--- src/rtl/score_overlay.sv ---
// score_overlay
// Bitmap overlay renderer for the score/banner window of the VGA frame.
// The scan coordinate is mapped into a W x H window. An external
// synchronous ROM with two banks (normal / special image) is addressed from
// that position, and a 1-bit pixel is produced in step with the ROM latency.
// A mode input and a small flash FSM choose which bank is displayed.
//
// Ports:
//   clk          pixel/system clock
//   rst_n        asynchronous active-low reset
//   col_addr_sig current scan column (11 bits)
//   row_addr_sig current scan row (11 bits)
//   levelup_sig  level-up event; only its rising edge is used
//   mode         0 off, 1 steady normal, 2 flash burst on level-up, 3 blink
//   rom_addr     bitmap ROM address (registered)
//   rom_bank     ROM bank select, 0 normal / 1 special (registered)
//   rom_data     ROM output bit, valid one clock after rom_addr/rom_bank
//   score_out_c  overlay pixel, 2 clocks after the coordinate is sampled
//   busy         high while a flash burst is in progress
module score_overlay #(
  parameter int X0           = 40,
  parameter int Y0           = 210,
  parameter int W            = 240,
  parameter int H            = 120,
  parameter int ADDR_W       = 15,
  parameter int BLINK_PERIOD = 12_500_000,
  parameter int NUM_FLASH    = 4,
  parameter int INVERT       = 1
) (
  input  logic              clk,
  input  logic              rst_n,
  input  logic [10:0]       col_addr_sig,
  input  logic [10:0]       row_addr_sig,
  input  logic              levelup_sig,
  input  logic [1:0]        mode,
  output logic [ADDR_W-1:0] rom_addr,
  output logic              rom_bank,
  input  logic              rom_data,
  output logic              score_out_c,
  output logic              busy
);

  // Counter only has to hold 0..BLINK_PERIOD-1.
  localparam int CNT_W = (BLINK_PERIOD > 1) ? $clog2(BLINK_PERIOD) : 1;
  localparam int FL_W  = $clog2(NUM_FLASH + 1);

  localparam logic [CNT_W-1:0] CNT_LAST = CNT_W'(BLINK_PERIOD - 1);
  localparam logic [FL_W-1:0]  FL_INIT  = FL_W'(NUM_FLASH);
  localparam logic             INV_BIT  = (INVERT != 0);

  // Window bounds at 12 bits so X0+W / Y0+H cannot wrap.
  localparam logic [11:0] X_LO = 12'(X0);
  localparam logic [11:0] X_HI = 12'(X0 + W);
  localparam logic [11:0] Y_LO = 12'(Y0);
  localparam logic [11:0] Y_HI = 12'(Y0 + H);

  typedef enum logic [1:0] {
    IDLE   = 2'd0,
    FL_ON  = 2'd1,
    FL_OFF = 2'd2
  } state_t;

  state_t            state_reg, state_next;
  logic [CNT_W-1:0]  cnt_reg, cnt_next;
  logic              phase_reg, phase_next;
  logic [FL_W-1:0]   flash_reg, flash_next;
  logic              lvl_prev_reg;
  logic              v1_reg, v2_reg;

  logic [11:0]       col_ext, row_ext;
  logic              in_win;
  logic [ADDR_W-1:0] addr_calc;
  logic              rise;
  logic              run;
  logic              cnt_last;
  logic              bank_sel;

  assign col_ext = {1'b0, col_addr_sig};
  assign row_ext = {1'b0, row_addr_sig};
  assign in_win  = (col_ext >= X_LO) && (col_ext < X_HI) &&
                   (row_ext >= Y_LO) && (row_ext < Y_HI);

  // Linear address; computing directly at ADDR_W bits gives the same
  // truncated result as the full-width product.
  assign addr_calc = ADDR_W'(row_ext - Y_LO) * ADDR_W'(W) + ADDR_W'(col_ext - X_LO);

  assign rise     = levelup_sig & ~lvl_prev_reg;
  assign busy     = (state_reg != IDLE);
  assign run      = (mode == 2'd3) || busy;
  assign cnt_last = (cnt_reg == CNT_LAST);

  // Next-state and timebase logic.
  always_comb begin
    state_next = state_reg;
    cnt_next   = cnt_reg;
    phase_next = phase_reg;
    flash_next = flash_reg;

    if (run) begin
      if (cnt_last) begin
        cnt_next   = '0;
        phase_next = ~phase_reg;
      end else begin
        cnt_next = cnt_reg + CNT_W'(1);
      end
    end else begin
      cnt_next   = '0;
      phase_next = 1'b0;
    end

    if (mode != 2'd2) begin
      state_next = IDLE;
    end else if (rise) begin
      // A new rising edge (re)starts the burst from its first ON phase.
      state_next = FL_ON;
      cnt_next   = '0;
      phase_next = 1'b0;
      flash_next = FL_INIT;
    end else begin
      case (state_reg)
        FL_ON: begin
          if (cnt_last) begin
            flash_next = flash_reg - FL_W'(1);
            state_next = (flash_reg == FL_W'(1)) ? IDLE : FL_OFF;
          end
        end
        FL_OFF: begin
          if (cnt_last) state_next = FL_ON;
        end
        default: begin
        end
      endcase
    end
  end

  always_comb begin
    bank_sel = 1'b0;
    case (mode)
      2'd2:    bank_sel = (state_reg == FL_ON);
      2'd3:    bank_sel = phase_reg;
      default: bank_sel = 1'b0;
    endcase
  end

  // State register and timebase.
  always_ff @(posedge clk or negedge rst_n) begin
    if (!rst_n) begin
      state_reg    <= IDLE;
      cnt_reg      <= '0;
      phase_reg    <= 1'b0;
      flash_reg    <= '0;
      lvl_prev_reg <= 1'b0;
    end else begin
      state_reg    <= state_next;
      cnt_reg      <= cnt_next;
      phase_reg    <= phase_next;
      flash_reg    <= flash_next;
      lvl_prev_reg <= levelup_sig;
    end
  end

  // Pixel pipeline: address/bank (stage 1), ROM read (stage 2), pixel (stage 3).
  // The bank is latched alongside the address, so rom_data is always
  // paired with the bank it was read from.
  always_ff @(posedge clk or negedge rst_n) begin
    if (!rst_n) begin
      rom_addr    <= '0;
      rom_bank    <= 1'b0;
      v1_reg      <= 1'b0;
      v2_reg      <= 1'b0;
      score_out_c <= 1'b0;
    end else begin
      if (in_win) begin
        rom_addr <= addr_calc;
        rom_bank <= bank_sel;
        v1_reg   <= 1'b1;
      end else begin
        rom_addr <= '0;
        rom_bank <= 1'b0;
        v1_reg   <= 1'b0;
      end
      v2_reg <= v1_reg;
      if (v2_reg && (mode != 2'd0)) begin
        score_out_c <= rom_data ^ INV_BIT;
      end else begin
        score_out_c <= 1'b0;
      end
    end
  end

endmodule

--- config.mk ---
export PLATFORM = sky130hd
export DESIGN_NAME = score_overlay
export DESIGN_NICKNAME = d
export VERILOG_FILES = /design/src/rtl/score_overlay.sv
export SDC_FILE = /design/constraint.sdc
export NUM_CORES = 1
export LEC_CHECK = 0
export ABC_AREA = 1
export CORE_ASPECT_RATIO = 1.25
export CORE_MARGIN = 4
export CORE_UTILIZATION = 50
export CTS_CLUSTER_DIAMETER = 150
export DETAILED_ROUTE_END_ITERATION = 8
export HOLD_SLACK_MARGIN = 0.02
export PLACE_DENSITY_LB_ADDON = 0.12
export SYNTH_ARGS = -nofsm -noshare
export SYNTH_HDL_FRONTEND = slang
export SYNTH_SLANG_ARGS = --single-unit
--- constraint.sdc ---
create_clock -name clk -period 2.31 [get_ports clk]
set_clock_uncertainty 0.1 [all_clocks]
set_input_delay 0.462 -clock clk [delete_from_list [all_inputs] [get_ports clk]]
set_output_delay 0.462 -clock clk [all_outputs]
set_load 0.005 [all_outputs]
==> out/qor.yml, run 1 <==
floorplan:
  die_x_um: 88.7
  num_rows: 36
  die_h_um: 109
  dieArea_mm2: 0.00966
  ios: 46
  coreArea_mm2: 0.00788
  initial_core_util_pct: 51.7
drt:
  wl_per_cell_um: 14.7
  drt-pass1-iter-count: 4
  vias: 4257
  post-route-drc-count: 0
  viasPerCell: 5.28
  ant_nets: 0
  drtIter0Drc: 137
  wl_um: 11900
power_and_ir_drop:
  cellPowerDensity_mw_per_mm2: 859
  peakVddDrop_uv: 579
  p_leak_nw: 3.09
cells_and_area:
  num_antenna_cells: 0
  syn_to_final_growth_pct: 52.1
  fin_area_mm2: 0.00619
  largest_reg_flops: 24
  drive_gt1_share_pct: 34.2
  final_nets: 780
setup_path:
  cp_max_fo: 4
  arrival_ns: 3.95
  cp_top_family: "adder cells"
  start_kind: "input port"
  crit_top_cell: "ha_4"
  r2r-start: "cnt_reg[0]$_DFF_PN0_"
  end_kind: "flip-flop"
  critPathRequiredTime_ns: 2.40
  critPathSlowestCell: "fa_1"
  cp_num_buf_inv: 6
  critical_path_class: "input port to flip-flop"
  cpPeakStageDelay_ns: 0.49
  worstSetupStartpoint: "row_addr_sig[1]"
placement:
  gp_congestion: 0.918
  port_buffers: 45
  dpl_cell_area_mm2: 0.00557
  dp_hpwl_um: 8350
  dp_worst_setup_slack_ns: -2.39
timing:
  worstMarginPinSlew_ns: 0.557
  whs_ns: 0.0336
  setup_ws_ns: -1.55
  final.period_utilization_pct: 167
  slew_violations: 0
  rsz0062_at_grt: "true"
  max-slew-margin-rel_pct: 62.9
  clock.fmax_mhz: 259
  setup_tns_ns: -9.52
  fin_crit_ns: 3.86
  final_hold_viol_count: 0
  setup_violations: 8
global_route:
  grt_pass1_wl_um: 18400
  grt_max_degree: 29
  antenna_found_initial: 0
  track_usage_pct: 24.2
  grt_pass1_vias: 4250
  overflow: 0
logic_synthesis:
  synth.distinct_cells: 41
  yosysTopAreaCell: "dfrtp_1"
  syn_area_mm2: 0.00407
  synth_top_cell_area_share_pct: 30.7
  syn-instance-count: 556
  syn-num-nets: 625
  synth_area_per_cell_um2: 7.32
  yosys_warnings: 0
  ys_top_cells_by_area: "dfrtp_1 31%, inv_1 10%, nand2_1 9.9%, ha_1 9.8%, nor2_1 5.1%"
  synth-seq-cells: 50
  synth-seq-area-share_pct: 30.7
status:
  failed_checks: "negative setup slack"
  status: "finished with violations"
clock_network:
  cts_buffer_depth: 2
  clk_latency_ns: 0.30
  cts_tree: "built"
  path_clk_slew_ns: 0.09
  cts_num_sinks: 50
  cts_max_level: 2
  cts_buffers: 5
  cts_root_buf: "clkbuf_8"
job:
  cap_violations: 0
worst_hold_path:
  hold_path_class: "input port to asynchronous set/reset pin"
synthesized netlist by cell type, drive strengths merged:
cell type  number
nor4            3
nand3          34
o31ai           2
dfrtp          50
a211oi          1
a21oi          40
ha             32
and2            1
nor3b           4
nor3           19
and3            2
xnor2          12
xor2           16
inv           117
buf             2
nand3b          1
clkinv          1
o2111ai         2
nand4           4
o2111a          1
o21bai          4
a31oi           2
fa              9
nor2           60
or2             1
o21a            2
o21ai          18
a31o            1
o41ai           1
a21boi          1
nand2         113
path summary, 6_finish.rpt:
path | end | slack (ns) | cells after the start
max in group asynchronous | rom_addr[13]$_DFF_PN0_ | 1.54 | 2
worst min register to register | v2_reg$_DFF_PN0_ | 0.25 | 0
min in group clk | v2_reg$_DFF_PN0_ | 0.25 | 0
worst max-delay path | rom_addr[14]$_DFF_PN0_ | -1.55 | 26
worst min-delay path | cnt_reg[5]$_DFF_PN0_ | 0.03 | 1
worst max register to register | cnt_reg[22]$_DFF_PN0_ | 0.20 | 12
power breakdown:
group	switching (mW)	internal (mW)	leakage [nW]	total [mW]
sequential	0.0167	0.902	0.686	0.919
combinational	1.95	1.97	2.36	3.92
clock	0.278	0.204	0.0438	0.482
total	2.24	3.08	3.09	5.32
per-layer routing:
layer  track usage (%)  up-vias  routed length, um
li1                  -     2067                  -
met3              2.87       46                285
met5                 0        -                  0
met2              46.0      105               6700
met4              13.1        0                655
met1              24.9     2039               4230
cells in the final DEF, fill, tap and decap left out, drive strengths merged, types with 6 or more instances in the layout:
master	count
nor2	60
nor3	19
xnor2	12
inv	117
clkdlybuf4s50	37
nand2	113
buf	110
o21ai	18
fa	9
clkbuf	6
dfrtp	50
ha	32
xor2	16
a21oi	40
nand3	34
stage by stage:
step | utilization (%) | power (mW) | std cells
2_1_floorplan | - | 2.78 | 556
3_3_place_gp | 70.7 | 3.79 | 784
3_5_place_dp | 70.7 | 3.88 | 784
4_1_cts | 75.3 | 4.76 | 813
5_1_grt | 78.6 | 5.70 | 806
6_report | 78.6 | 5.32 | 806
area by class of cell:
| type | count | area (um^2) |
|---|---|---|
| clock buffer | 5 | 68.8 |
| clock inverter | 2 | 10.0 |
| fill | 510 | 1690 |
| inverter | 118 | 470 |
| multi-input combinational | 386 | 2940 |
| sequential | 50 | 1250 |
| tap | 95 | 119 |
| timing repair buffer | 150 | 1340 |
timing repair:
item | CTS | global route
gates resized for setup | 58 | 62
endpoints found under the hold margin | 0 | 0
buffers inserted | 23 | 8
cloned | 0 | 1
setup endpoints to repair | 17 | 18
hold buffers | 0 | 0
pin swaps | 36 | 32
cells by family (layout without fill, tap and decap cells):
family                     Yosys count  in the layout  share of synthesized area (%)
adders and majority gates           41             41                           14.3
xor gates and xnor gates            28             28                           6.02
DFF                                 50             50                           30.7
buffers and inverters              120            275                           11.1
AOI/OAI and AO/OA                   75             75                           10.4
and+or+nand+nor                    242            242                           27.5
(Power assumes the default switching activity.)
==> inputs of run 2 (changes only) <==
CTS_CLUSTER_SIZE = 8   (was unset)
==> results of run 2 <==
The final DEF is identical to that of run 1; final timing and power are the same.
